`src/rtl/control_sequencer_if.sv`:
```
// ---------------------------------------------------------------------------
// control_sequencer_if
//   Bundles the sequencer's instruction-ROM port, datapath control word and
//   datapath flag inputs.
//   master : the sequencer (drives Iaddr and the control word, reads Instr/flags)
//   slave  : ROM + datapath side (drives run, Instr, Z, N)
//   Signals:
//     run     1     allow a new fetch
//     Instr   20    instruction word at Iaddr (combinational ROM read)
//     Iaddr   PC_W  instruction address (= PC)
//     Z, N    1     datapath zero / negative flags
//     RW      1     register write enable
//     DA/AA/BA 3    destination / A / B register selects
//     MB      1     B operand from Con_in
//     FS      4     ALU function select
//     MD      1     write-back from Datain
//     Con_in  8     immediate constant
//     halted  1     sequencer parked in HALT
// ---------------------------------------------------------------------------
interface control_sequencer_if #(
   parameter int PC_W = 8
);
   logic            run;
   logic [19:0]     Instr;
   logic [PC_W-1:0] Iaddr;
   logic            Z;
   logic            N;
   logic            RW;
   logic [2:0]      DA;
   logic [2:0]      AA;
   logic [2:0]      BA;
   logic            MB;
   logic [3:0]      FS;
   logic            MD;
   logic [7:0]      Con_in;
   logic            halted;

   modport master (
      input  run, Instr, Z, N,
      output Iaddr, RW, DA, AA, BA, MB, FS, MD, Con_in, halted
   );

   modport slave (
      output run, Instr, Z, N,
      input  Iaddr, RW, DA, AA, BA, MB, FS, MD, Con_in, halted
   );
endinterface

```
`src/rtl/control_sequencer.sv`:
```
// ---------------------------------------------------------------------------
// control_sequencer
//   Multicycle control unit in front of the 8x8 register/ALU datapath.
//   Fetches 20-bit instructions, sequences FETCH/OPRD/EXEC/WB for ALU ops,
//   FETCH/WB for loads, FETCH/BR for branches, and parks in HALT.
//   Ports:
//     clk    rising-edge clock
//     rst_n  asynchronous active-low reset
//     bus    control_sequencer_if.master (ROM port, control word, flags)
// ---------------------------------------------------------------------------
module control_sequencer #(
   parameter int              PC_W     = 8,
   parameter logic [PC_W-1:0] RESET_PC = '0
) (
   input  logic                clk,
   input  logic                rst_n,
   control_sequencer_if.master bus
);

   localparam logic [2:0] S_FETCH = 3'd0;
   localparam logic [2:0] S_OPRD  = 3'd1;
   localparam logic [2:0] S_EXEC  = 3'd2;
   localparam logic [2:0] S_WB    = 3'd3;
   localparam logic [2:0] S_BR    = 3'd4;
   localparam logic [2:0] S_HALT  = 3'd5;

   localparam logic [1:0] C_ALU  = 2'b00;
   localparam logic [1:0] C_ALUI = 2'b01;
   localparam logic [1:0] C_LOAD = 2'b10;

   logic [2:0]      state_q, state_d;
   logic [PC_W-1:0] pc_q, pc_d;
   logic [19:0]     ir_q, ir_d;
   logic            zf_q, zf_d;
   logic            nf_q, nf_d;

   logic [1:0]      cls;
   logic [3:0]      cond;

   assign cls  = ir_q[19:18];
   assign cond = ir_q[17:14];

   always_comb begin
      state_d = state_q;
      pc_d    = pc_q;
      ir_d    = ir_q;
      zf_d    = zf_q;
      nf_d    = nf_q;
      case (state_q)
         S_FETCH: begin
            if (bus.run) begin
               ir_d = bus.Instr;
               pc_d = pc_q + PC_W'(1);
               case (bus.Instr[19:18])
                  C_ALU, C_ALUI: state_d = S_OPRD;
                  C_LOAD:        state_d = S_WB;
                  default:       state_d = S_BR;
               endcase
            end
         end
         S_OPRD: state_d = S_EXEC;
         S_EXEC: state_d = S_WB;
         S_WB: begin
            // ALU results update the flags; loads bypass the ALU and must not
            if (!cls[1]) begin
               zf_d = bus.Z;
               nf_d = bus.N;
            end
            state_d = S_FETCH;
         end
         S_BR: begin
            state_d = S_FETCH;
            case (cond)
               4'b0000: pc_d = PC_W'(ir_q[7:0]);
               4'b0001: if (zf_q) pc_d = PC_W'(ir_q[7:0]);
               4'b0010: if (nf_q) pc_d = PC_W'(ir_q[7:0]);
               4'b0011: state_d = S_HALT;
               default: ;
            endcase
         end
         S_HALT:  state_d = S_HALT;
         default: state_d = S_FETCH;
      endcase
   end

   always_ff @(posedge clk or negedge rst_n) begin
      if (!rst_n) begin
         state_q <= S_FETCH;
         pc_q    <= RESET_PC;
         ir_q    <= '0;
         zf_q    <= 1'b0;
         nf_q    <= 1'b0;
      end else begin
         state_q <= state_d;
         pc_q    <= pc_d;
         ir_q    <= ir_d;
         zf_q    <= zf_d;
         nf_q    <= nf_d;
      end
   end

   // Field outputs come straight from IR so they hold steady for the whole
   // instruction; RW/halted are pure state decodes so reset kills them at once.
   assign bus.Iaddr  = pc_q;
   assign bus.RW     = (state_q == S_WB);
   assign bus.halted = (state_q == S_HALT);
   assign bus.DA     = ir_q[13:11];
   assign bus.AA     = ir_q[10:8];
   assign bus.BA     = ir_q[7:5];
   assign bus.FS     = ir_q[17:14];
   assign bus.Con_in = ir_q[7:0];
   assign bus.MB     = (cls == C_ALUI);
   assign bus.MD     = (cls == C_LOAD);

endmodule

```
`src/flat_wrapper.sv`:
```
// flat-port wrapper written by rule: the top's interface ports become plain ports
module control_sequencer_flat 
#(
   parameter int              PC_W     = 8,
   parameter logic [PC_W-1:0] RESET_PC = '0
)
  (clk, rst_n, bus_run, bus_Instr, bus_Z, bus_N, bus_Iaddr, bus_RW, bus_DA, bus_AA, bus_BA, bus_MB, bus_FS, bus_MD, bus_Con_in, bus_halted);
  control_sequencer_if #(.PC_W(PC_W)) bus_i ();
  input  logic clk;
  input  logic rst_n;
  input wire logic [$bits(bus_i.run)-1:0] bus_run;
  input wire logic [$bits(bus_i.Instr)-1:0] bus_Instr;
  input wire logic [$bits(bus_i.Z)-1:0] bus_Z;
  input wire logic [$bits(bus_i.N)-1:0] bus_N;
  output wire logic [$bits(bus_i.Iaddr)-1:0] bus_Iaddr;
  output wire logic [$bits(bus_i.RW)-1:0] bus_RW;
  output wire logic [$bits(bus_i.DA)-1:0] bus_DA;
  output wire logic [$bits(bus_i.AA)-1:0] bus_AA;
  output wire logic [$bits(bus_i.BA)-1:0] bus_BA;
  output wire logic [$bits(bus_i.MB)-1:0] bus_MB;
  output wire logic [$bits(bus_i.FS)-1:0] bus_FS;
  output wire logic [$bits(bus_i.MD)-1:0] bus_MD;
  output wire logic [$bits(bus_i.Con_in)-1:0] bus_Con_in;
  output wire logic [$bits(bus_i.halted)-1:0] bus_halted;
  assign bus_i.run = bus_run;
  assign bus_i.Instr = bus_Instr;
  assign bus_i.Z = bus_Z;
  assign bus_i.N = bus_N;
  assign bus_Iaddr = bus_i.Iaddr;
  assign bus_RW = bus_i.RW;
  assign bus_DA = bus_i.DA;
  assign bus_AA = bus_i.AA;
  assign bus_BA = bus_i.BA;
  assign bus_MB = bus_i.MB;
  assign bus_FS = bus_i.FS;
  assign bus_MD = bus_i.MD;
  assign bus_Con_in = bus_i.Con_in;
  assign bus_halted = bus_i.halted;
  control_sequencer #(.PC_W(PC_W), .RESET_PC(RESET_PC)) u_core (.clk(clk), .rst_n(rst_n), .bus(bus_i));
endmodule
```
`config.mk`:
```
export PLATFORM = sky130hd
export DESIGN_NAME = control_sequencer_flat
export DESIGN_NICKNAME = d
export VERILOG_FILES = /design/src/rtl/control_sequencer_if.sv /design/src/rtl/control_sequencer.sv /design/src/flat_wrapper.sv
export SDC_FILE = /design/constraint.sdc
export NUM_CORES = 1
export LEC_CHECK = 0
export ABC_AREA = 1
export BUFFER_PORTS_ARGS = -buffer_cell sky130_fd_sc_hd__buf_2
export CAP_MARGIN = 15
export CORE_MARGIN = 2
export CORE_UTILIZATION = 50
export DETAILED_ROUTE_END_ITERATION = 10
export PLACE_DENSITY = 0.79
export SYNTH_ARGS = -nofsm -noshare
export SYNTH_HDL_FRONTEND = slang
export SYNTH_SLANG_ARGS = --single-unit
```
`constraint.sdc`:
```
create_clock -name clk -period 1.3 [get_ports clk]
set_input_delay 0.065 -clock clk [delete_from_list [all_inputs] [get_ports clk]]
set_output_delay 0.065 -clock clk [all_outputs]
set_load 0.02 [all_outputs]
```
Word-level counts from Yosys, hierarchy flattened
Cells that the tools add are included.
Storage, ports and cells
  bits in registers: 33
  word-level logic and storage cells: 40
  input port bits: 25
  output and inout bits: 33
Operators by class
  muxes and demuxes: 9
  bitwise operators: 1
  equal/unequal tests: 16
  add/sub/neg operators: 1
  reduce and logical (&&, ||, !) cells: 8
Operators with widths (number)
  2-to-1 mux 8 bit: 3
  case mux 8 bit (3 select lines): 1
  case mux 8 bit (2 select lines): 1
  case mux 3 bit (5 select lines): 1
  adder 8 x 1 -> 8 bit, second input constant: 1
  equality test 4 x 2 -> 1 bit, second input constant: 2
  equality test 3 x 2 -> 1 bit, second input constant: 2
  equality test 3 bit, second input constant: 2
  2-to-1 mux 3 bit: 2
  inequality test 3 x 2 -> 1 bit, second input constant: 2
  case mux 3 bit (2 select lines): 1
  AND reduction 5 bit: 1
  equality test 2 x 1 -> 1 bit, second input constant: 2
  equality test 2 bit, second input constant: 2
  equality test 4 x 1 -> 1 bit, second input constant: 1
  logical NOT 4 bit: 1
  inequality test 4 x 3 -> 1 bit, second input constant: 1
  AND reduction 2 bit: 2
  equality test 3 x 1 -> 1 bit, second input constant: 1
  logical NOT 3 bit: 1
  logical NOT 2 bit: 1
  inequality test 2 bit, second input constant: 1
  nonzero test 2 bit: 1
  OR reduction 2 bit: 1
  NOT 1 bit: 1

Logic depth before layout (Yosys ltp)
Gate-level depths: netlist of the first run.
  depth after elaboration: 5
  depth in mapped cells: 9

Worst setup path after synthesis of the first run
OpenSTA, ideal clock, no wires.
  path type: register to register
  start point: register u_core.pc_q[0] (netlist: u_core.bus.Iaddr[0])
  end point: register u_core.pc_q[6] (netlist: u_core.bus.Iaddr[6])
  clock period less this slack: 1.321 ns
  arrival: 1.204 ns
  data required time: 1.183 ns
  slack: -0.021 ns
  stages on the path, launching flop included: 9
  setup time: 0.117 ns
  cell sequence: dfrtp_1 -> ha_1 -> nand3_1 -> nor2_1 -> nand2_1 -> nand3_1 -> nand2_1 -> nand2_1 -> nand2_1
On the way
  word-level cells in the longest chain between the ends: 3
Ends and longest elaborated chain
  start: declaration: line control_sequencer.sv:32  | logic [PC_W-1:0] pc_q, pc_d;
  start signal: assignment: line control_sequencer.sv:95  | pc_q <= pc_d;
  adder 8 x 1 -> 8 bit: line control_sequencer.sv:53  | pc_d = pc_q + PC_W'(1);
  2-to-1 mux 8 bit: line control_sequencer.sv:51  | if (bus.run) begin
  case mux 8 bit (2 select lines): line control_sequencer.sv:49  | case (state_q)
No other way between the ends. The select of a mux whose other input is x is not followed.
A chain may end at the register's enable or synchronous reset.

Worst setup path after layout of the first run
  start point: register u_core.state_q[1]
  end point: output port bus_halted
On the way
  word-level cells in the longest chain between the ends: 1
Ends and longest elaborated chain
  start: declaration: line control_sequencer.sv:31  | logic [2:0] state_q, state_d;
  start signal: assignment: line control_sequencer.sv:94  | state_q <= state_d;
  equality test 3 bit: line control_sequencer.sv:106  | assign bus.halted = (state_q == S_HALT);
  end: declaration: line flat_wrapper.sv:24  | output wire logic [$bits(bus_i.halted)-1:0] bus_halted;
No other way between the ends.

==> flow_metrics.env, run 1 <==
export IMPL_critical_path_max_fanout=3
export IMPL_outcome="finished clean"
export IMPL_final_max_slew_violation_count=0
export IMPL_max_slew_margin_vs_limit_pct=72.8
export IMPL_power_per_cell_area_mw_per_mm2=704
export IMPL_yosys_register_bits=33
export IMPL_grt_pass1_wl_mm=6.93
export IMPL_leakagePower_uw=0.00138
export IMPL_drt_first_pass_iters=4
export IMPL_clk_path_buf_depth=2
export IMPL_cap_violations=0
export IMPL_antenna_left=0
export IMPL_crit_type="reg -> out"
export IMPL_clock_tree_root_cell="sky130_fd_sc_hd__clkbuf_4"
export IMPL_grt_ovfl_total=0
export IMPL_post_route_util_pct=71.1
export IMPL_grt_pass1_vias=1577
export IMPL_cts_tree="built"
export IMPL_number_of_antenna_violations_at_the_first_check_in_global_routing=0
export IMPL_fin_ws_ns=0.0355
export IMPL_clock_skew_ns=0.00198
export IMPL_clk_pin_slew_ns=0.10
export IMPL_ys_warn_count=0
export IMPL_area_growth_pct=33.7
export IMPL_first_iter_violations=56
export IMPL_timing_critical_path_to_type="output pin"
export IMPL_grt_start_max_net_pins=34
export IMPL_gpl_final_weighted_congestion=0.840
export IMPL_synth_fp_nets=264
export IMPL_coreArea_mm2=0.00342
export IMPL_seqCellArea_um2=831
export IMPL_htreeDepth=2
export IMPL_via_per_inst=4.72
export IMPL_totalWireLength_mm=4.29
export IMPL_cts_made_buffers=5
export IMPL_die_w_um=64.3
export IMPL_period_share_pct=97.3
export IMPL_via_count=1696
export IMPL_floorplan_rows=21
export IMPL_grtUsageTotal_pct=22.3
export IMPL_multi_input_comb_area_um2=781
export IMPL_crit_path_start_kind="flop"
export IMPL_hold_path_class="in -> reg"
export IMPL_area_share_of_the_largest_cell_type_after_synthesis_pct=45.5
export IMPL_setup_repair_after_global_routing_missed_its_margin="true"
export IMPL_port_buffer_count=57
export IMPL_hpwl_mm=2.76
export IMPL_clock_insertion_delay_at_the_later_pin_of_the_skew_report_ns=0.33
export IMPL_most_common_layout_cells="sky130_fd_sc_hd__nand2_1 (90), sky130_fd_sc_hd__buf_2 (57), sky130_fd_sc_hd__nand3_1 (31), sky130_fd_sc_hd__dfrtp_1 (29), sky130_fd_sc_hd__dlygate4sd3_1 (22)"
export IMPL_mostFrequentLayoutCell="sky130_fd_sc_hd__nand2_1"
export IMPL_dp_slack_ns=0.00551
export IMPL_cp_data_required_time_ns=1.24
export IMPL_die_area_mm2=0.00413
export IMPL_worst_slew_pin_transition_ns=0.408
export IMPL_crit_arrival_ns=1.20
export IMPL_post_synthesis_cell_count=238
export IMPL_power_ir_vdd_worst_uv=656
export IMPL_fmax_ghz=0.791
export IMPL_timing_final_crit_period_ns=1.26
export IMPL_finalNetCount=338
export IMPL_setup_violations_final=0
export IMPL_post_synth_cell_area_avg_um2=7.63
export IMPL_routedWlPerCell_um=12.0
export IMPL_tritoncts_num_sinks=33
export IMPL_drt_drc_violations_left=0
export IMPL_drive_above_1_share_pct=33.9
export IMPL_fp_dieH_um=64.3
export IMPL_initial_core_util_pct=53.2
export IMPL_post_synth_num_cell_types=21
export IMPL_synth_top_cells_by_area="sky130_fd_sc_hd__dfrtp_1 (45%), sky130_fd_sc_hd__nand2_1 (19%), sky130_fd_sc_hd__buf_4 (9.5%), sky130_fd_sc_hd__nand3_1 (9.1%), sky130_fd_sc_hd__inv_1 (3.5%)"
export IMPL_ioPinCount=58
export IMPL_num_antenna_cells=0
export IMPL_mappedNetlistArea_mm2=0.00182
export IMPL_report_final_hold_viol_count=0
export IMPL_yosys_area_top_type="sky130_fd_sc_hd__dfrtp_1"
export IMPL_filler_cell_count=269
export IMPL_ys_seq_area_share_pct=45.5
==> registers in the layout, indices dropped and copies added, names as in the netlist <==
name / cells
u_core.bus.Iaddr: 8
u_core.ir_q: 20
u_core.nf_q: 1
u_core.state_q: 3
u_core.zf_q: 1
==> through the flow <==
step / power [uW] / cell area (um^2) / hold WS [ns] / TNS (ns) / instances
2_1_floorplan: 1060 / 1820 / -0.231 / 0 / 238
3_3_place_gp: 1130 / 2050 / 0.110 / 0 / 325
3_5_place_dp: 1130 / 2050 / 0.114 / 0 / 325
4_1_cts: 1730 / 2320 / 0.0317 / 0 / 355
5_1_grt: 1800 / 2430 / 0.0322 / -0.169 / 359
6_report: 1710 / 2430 / 0.0342 / 0 / 359
==> critical path, cell delays in order, from the launching register on <==
cell and delay, ns:
sky130_fd_sc_hd__dfrtp_1 0.40, sky130_fd_sc_hd__inv_2 0.09, sky130_fd_sc_hd__nand3_1 0.15, sky130_fd_sc_hd__inv_1 0.08, sky130_fd_sc_hd__buf_2 0.16
==> repair_timing <==
| item | 4_1_cts | 5_1_grt |
|---|---|---|
| hold buffers | 22 | 0 |
| buffers inserted | 0 | 5 |
| resized for setup | 2 | 23 |
| endpoints found under the hold margin | 53 | 0 |
| pin swaps | 0 | 8 |
| endpoints found under the setup margin | 7 | 14 |
==> metal layers <==
metal / GRT usage (%) / up-vias / routed length [um]
met5: 0 / - / 0
met4: 7.45 / 0 / 23
met3: 7.39 / 2 / 194
met2: 37.8 / 47 / 2170
met1: 26.5 / 770 / 1910
li1: - / 877 / -
==> cells by family after synthesis <==
kind of cell	after synthesis	synth area share, %
XOR/XNOR	2	0.964
AO/OA/AOI/OAI	11	3.86
adder cells (fa/ha/maj)	1	0.689
flip-flops	33	45.5
AND/OR/NAND/NOR	144	34.0
buffers and inverters	47	15.1
==> path summary, 6_finish.rpt <==
path                       cells past startpoint  slack (ns)             endpoint               from
min reg2reg                                    2        0.49       u_core.ir_q[8]     u_core.ir_q[8]
max                                            4        0.04           bus_halted  u_core.state_q[1]
min in group asynchronous                      3        0.28      u_core.ir_q[10]              rst_n
max in group asynchronous                      3        0.70  u_core.bus.Iaddr[0]              rst_n
min                                            3        0.03      u_core.ir_q[19]      bus_Instr[19]
max reg2reg                                    7        0.06      u_core.ir_q[13]  u_core.state_q[0]
==> layout make-up <==
type / count / area share, %
clock buffer: 6 / 1.70
tap: 46 / 2.37
timing repair buffer: 95 / 26.2
sequential: 33 / 34.2
inverter: 19 / 2.94
multi-input combinational: 158 / 32.1
clock inverter: 2 / 0.412
==> synthesized netlist by cell type <==
master,count
sky130_fd_sc_hd__buf_2,3
sky130_fd_sc_hd__dfrtp_1,33
sky130_fd_sc_hd__nor2_1,11
sky130_fd_sc_hd__nor2_4,2
sky130_fd_sc_hd__nand4_1,1
sky130_fd_sc_hd__nand2_1,94
sky130_fd_sc_hd__buf_1,1
sky130_fd_sc_hd__o21bai_1,2
sky130_fd_sc_hd__nand2_2,1
sky130_fd_sc_hd__nand3_1,33
sky130_fd_sc_hd__ha_1,1
sky130_fd_sc_hd__xnor2_1,2
sky130_fd_sc_hd__o21ai_0,4
sky130_fd_sc_hd__inv_2,2
sky130_fd_sc_hd__inv_1,17
sky130_fd_sc_hd__nand2_4,2
sky130_fd_sc_hd__buf_4,23
sky130_fd_sc_hd__buf_6,1
sky130_fd_sc_hd__a21oi_1,3
sky130_fd_sc_hd__a21oi_2,1
sky130_fd_sc_hd__o2111a_1,1
==> power breakdown <==
group / leakage [uW] / internal (uW) / switching (uW) / total, uW
logic: 0.000912 / 75.3 / 56.8 / 132
registers: 0.000436 / 1030 / 0.629 / 1030
clock network: 0.0000320 / 206 / 342 / 547
(Power assumes the default switching activity.)
==> run 2: changes to the inputs <==
Settings changed: CORE_UTILIZATION 50 to 40, CTS_CLUSTER_DIAMETER from default to 30, PLACE_DENSITY 0.79 to 0.65.
==> run 2 against run 1 <==
Worst setup slack improved by 0.025 ns. Non-clock buffer count is 17 lower. Clock skew rose by 0.0041 ns. Final cell count decreased by 3.3%. Via count down 2.5%. Sequential share of layout area is 1.6 points higher. Utilization is 18 points lower. Fmax is 2.0% higher.
==> flow_metrics.env, run 2 (same netlist as run 1, synthesis figures left out) <==
export IMPL_outcome="finished clean"
export IMPL_floorplan_rows=24
export IMPL_report_final_hold_viol_count=0
export IMPL_area_growth_pct=27.5
export IMPL_routedWlPerCell_um=12.4
export IMPL_via_per_inst=4.77
export IMPL_worst_r2r_startpoint="u_core.state_q[1]"
export IMPL_drt_first_pass_iters=4
export IMPL_worstPathCellList="inv_2 > nand2_4 > nor2_4 > nand2_2 > buf_12 > nand2_1 > nand2_1"
export IMPL_via_count=1654
export IMPL_most_common_layout_cells="sky130_fd_sc_hd__nand2_1 (81), sky130_fd_sc_hd__buf_2 (56), sky130_fd_sc_hd__nand3_1 (30), sky130_fd_sc_hd__dfrtp_1 (30), sky130_fd_sc_hd__buf_4 (18)"
export IMPL_filler_cell_count=416
export IMPL_clock_tree_root_cell="sky130_fd_sc_hd__clkbuf_8"
export IMPL_power_ir_vdd_worst_uv=736
export IMPL_cts_tree="built"
export IMPL_cap_violations=0
export IMPL_period_share_pct=95.3
export IMPL_fp_dieH_um=71.4
export IMPL_ioPinCount=58
export IMPL_grt_ovfl_total=0
export IMPL_timing_final_crit_period_ns=1.24
export IMPL_crit_arrival_ns=1.41
export IMPL_grt_pass1_vias=1467
export IMPL_crit_slowest_cell="sky130_fd_sc_hd__dfrtp_1"
export IMPL_mostFrequentLayoutCell="sky130_fd_sc_hd__nand2_1"
export IMPL_crit_path_start_kind="flop"
export IMPL_r2r_worst_path_cells=7
export IMPL_finalNetCount=321
export IMPL_totalWireLength_mm=4.30
export IMPL_timing_critical_path_buf_inv=2
export IMPL_multi_input_comb_area_um2=796
export IMPL_setup_violations_final=0
export IMPL_finalNonFillerCells=347
export IMPL_fmax_ghz=0.807
export IMPL_total_instance_count_after_detailed_placement=333
export IMPL_port_buffer_count=57
export IMPL_die_area_mm2=0.00510
export IMPL_destination_of_the_worst_hold_path="u_core.ir_q[4]"
export IMPL_grt_pass1_wl_mm=7.10
export IMPL_critical_path_top_delay_family="simple AND/OR/NAND/NOR gates"
export IMPL_timing_critical_path_to_type="flop"
export IMPL_power_per_cell_area_mw_per_mm2=811
export IMPL_regToRegSetupSlack_ns=0.06
export IMPL_max_stage_delay_ns=0.39
export IMPL_total_power_of_the_final_layout_uw=1880
export IMPL_grt_start_max_net_pins=23
export IMPL_crit_type="reg -> reg"
export IMPL_dp_slack_ns=0.0194
export IMPL_setup_repair_after_global_routing_missed_its_margin="true"
export IMPL_drive_above_1_share_pct=39.7
export IMPL_number_of_antenna_violations_at_the_first_check_in_global_routing=0
export IMPL_coreArea_mm2=0.00435
export IMPL_initial_core_util_pct=41.7
export IMPL_grtUsageTotal_pct=17.8
export IMPL_hpwl_mm=2.99
export IMPL_max_slew_margin_vs_limit_pct=67.1
export IMPL_max_flop_register="u_core.ir_q"
export IMPL_die_w_um=71.4
export IMPL_worst_slew_pin_transition_ns=0.494
export IMPL_cp_data_required_time_ns=1.47
export IMPL_crit_top_cell="sky130_fd_sc_hd__nand2_1"
export IMPL_antenna_left=0
export IMPL_hold_path_class="in -> reg"
export IMPL_drt_drc_violations_left=0
export IMPL_hold_path_depth=3
export IMPL_clk_path_buf_depth=2
export IMPL_num_antenna_cells=0
export IMPL_clock_skew_ns=0.00604
export IMPL_seqCellArea_um2=830
export IMPL_critical_path_reg2reg_endpoint="u_core.ir_q[7]"
export IMPL_clock_insertion_delay_at_the_later_pin_of_the_skew_report_ns=0.28
export IMPL_clk_pin_slew_ns=0.07
export IMPL_final_max_slew_violation_count=0
export IMPL_gpl_final_weighted_congestion=0.775
export IMPL_first_iter_violations=77
export IMPL_tritoncts_num_sinks=33
export IMPL_cts_made_buffers=5
export IMPL_leakagePower_uw=0.00134
export IMPL_number_of_flip_flops_in_the_largest_register=20
export IMPL_htreeDepth=2
export IMPL_post_route_util_pct=53.2
export IMPL_critical_path_max_fanout=17
export IMPL_fin_ws_ns=0.0608
export IMPL_hp_start="bus_Instr[4]"
-- run 2: cell count changes in the layout (fill, tap and decap cells not counted), sizes merged --
cell         before  now
clkbuf            6    7
clkinv            2    0
dlygate4sd3      22    1
buf              73   77
-- run 2: cell type report --
type	count	area share, %
sequential	33	35.8
multi-input combinational	158	34.4
timing repair buffer	78	20.2
clock buffer	7	3.73
inverter	19	3.08
tap	52	2.81
-- run 2: report_power, final --
group          switching (uW)  total [uW]  internal, uW
clock                     343         762           419
combinational            48.7        84.9          36.2
sequential              0.795        1030          1030
total                     392        1880          1490
-- run 2: how the worst max path moves through the flow --
stage                             start                  end  slack, ns  cells after the start
floorplan           u_core.bus.Iaddr[0]  u_core.bus.Iaddr[6]       0.06                      8
global placement    u_core.bus.Iaddr[0]  u_core.bus.Iaddr[6]       0.06                      8
detailed placement    u_core.state_q[1]  u_core.bus.Iaddr[7]       0.02                      9
CTS                   u_core.state_q[1]  u_core.bus.Iaddr[7]      0.005                      9
global route          u_core.state_q[1]  u_core.bus.Iaddr[0]      -0.03                      9
finish                u_core.state_q[1]       u_core.ir_q[7]       0.06                      7
-- run 2: tightest hold or removal path, cell delays in order --
cell and delay, ns:
sky130_fd_sc_hd__buf_2 0.07, sky130_fd_sc_hd__nand3_1 0.06, sky130_fd_sc_hd__nand2_1 0.06
-- run 2: per-stage QoR --
step | hold WS [ns] | setup TNS, ns | cell area, um^2
2_1_floorplan | -0.231 | 0 | 1820
3_3_place_gp | 0.0633 | 0 | 2070
3_5_place_dp | 0.0598 | 0 | 2070
4_1_cts | 0.00451 | 0 | 2180
5_1_grt | 0.0105 | -0.225 | 2320
6_report | 0.0116 | 0 | 2320
-- run 2: metal layers --
layer | track usage (%) | part of all wire, %
met4 | 4.40 | 0.54
met2 | 27.7 | 47
met3 | 4.78 | 5.5
met5 | 0 | 0
met1 | 24.9 | 47
-- run 2: repair_timing --
item	4_1_cts	5_1_grt
buffers inserted	1	6
hold endpoints to repair	20	0
pin swaps	1	15
resized for setup	2	32
hold buffers	1	0
setup endpoints to repair	2	28
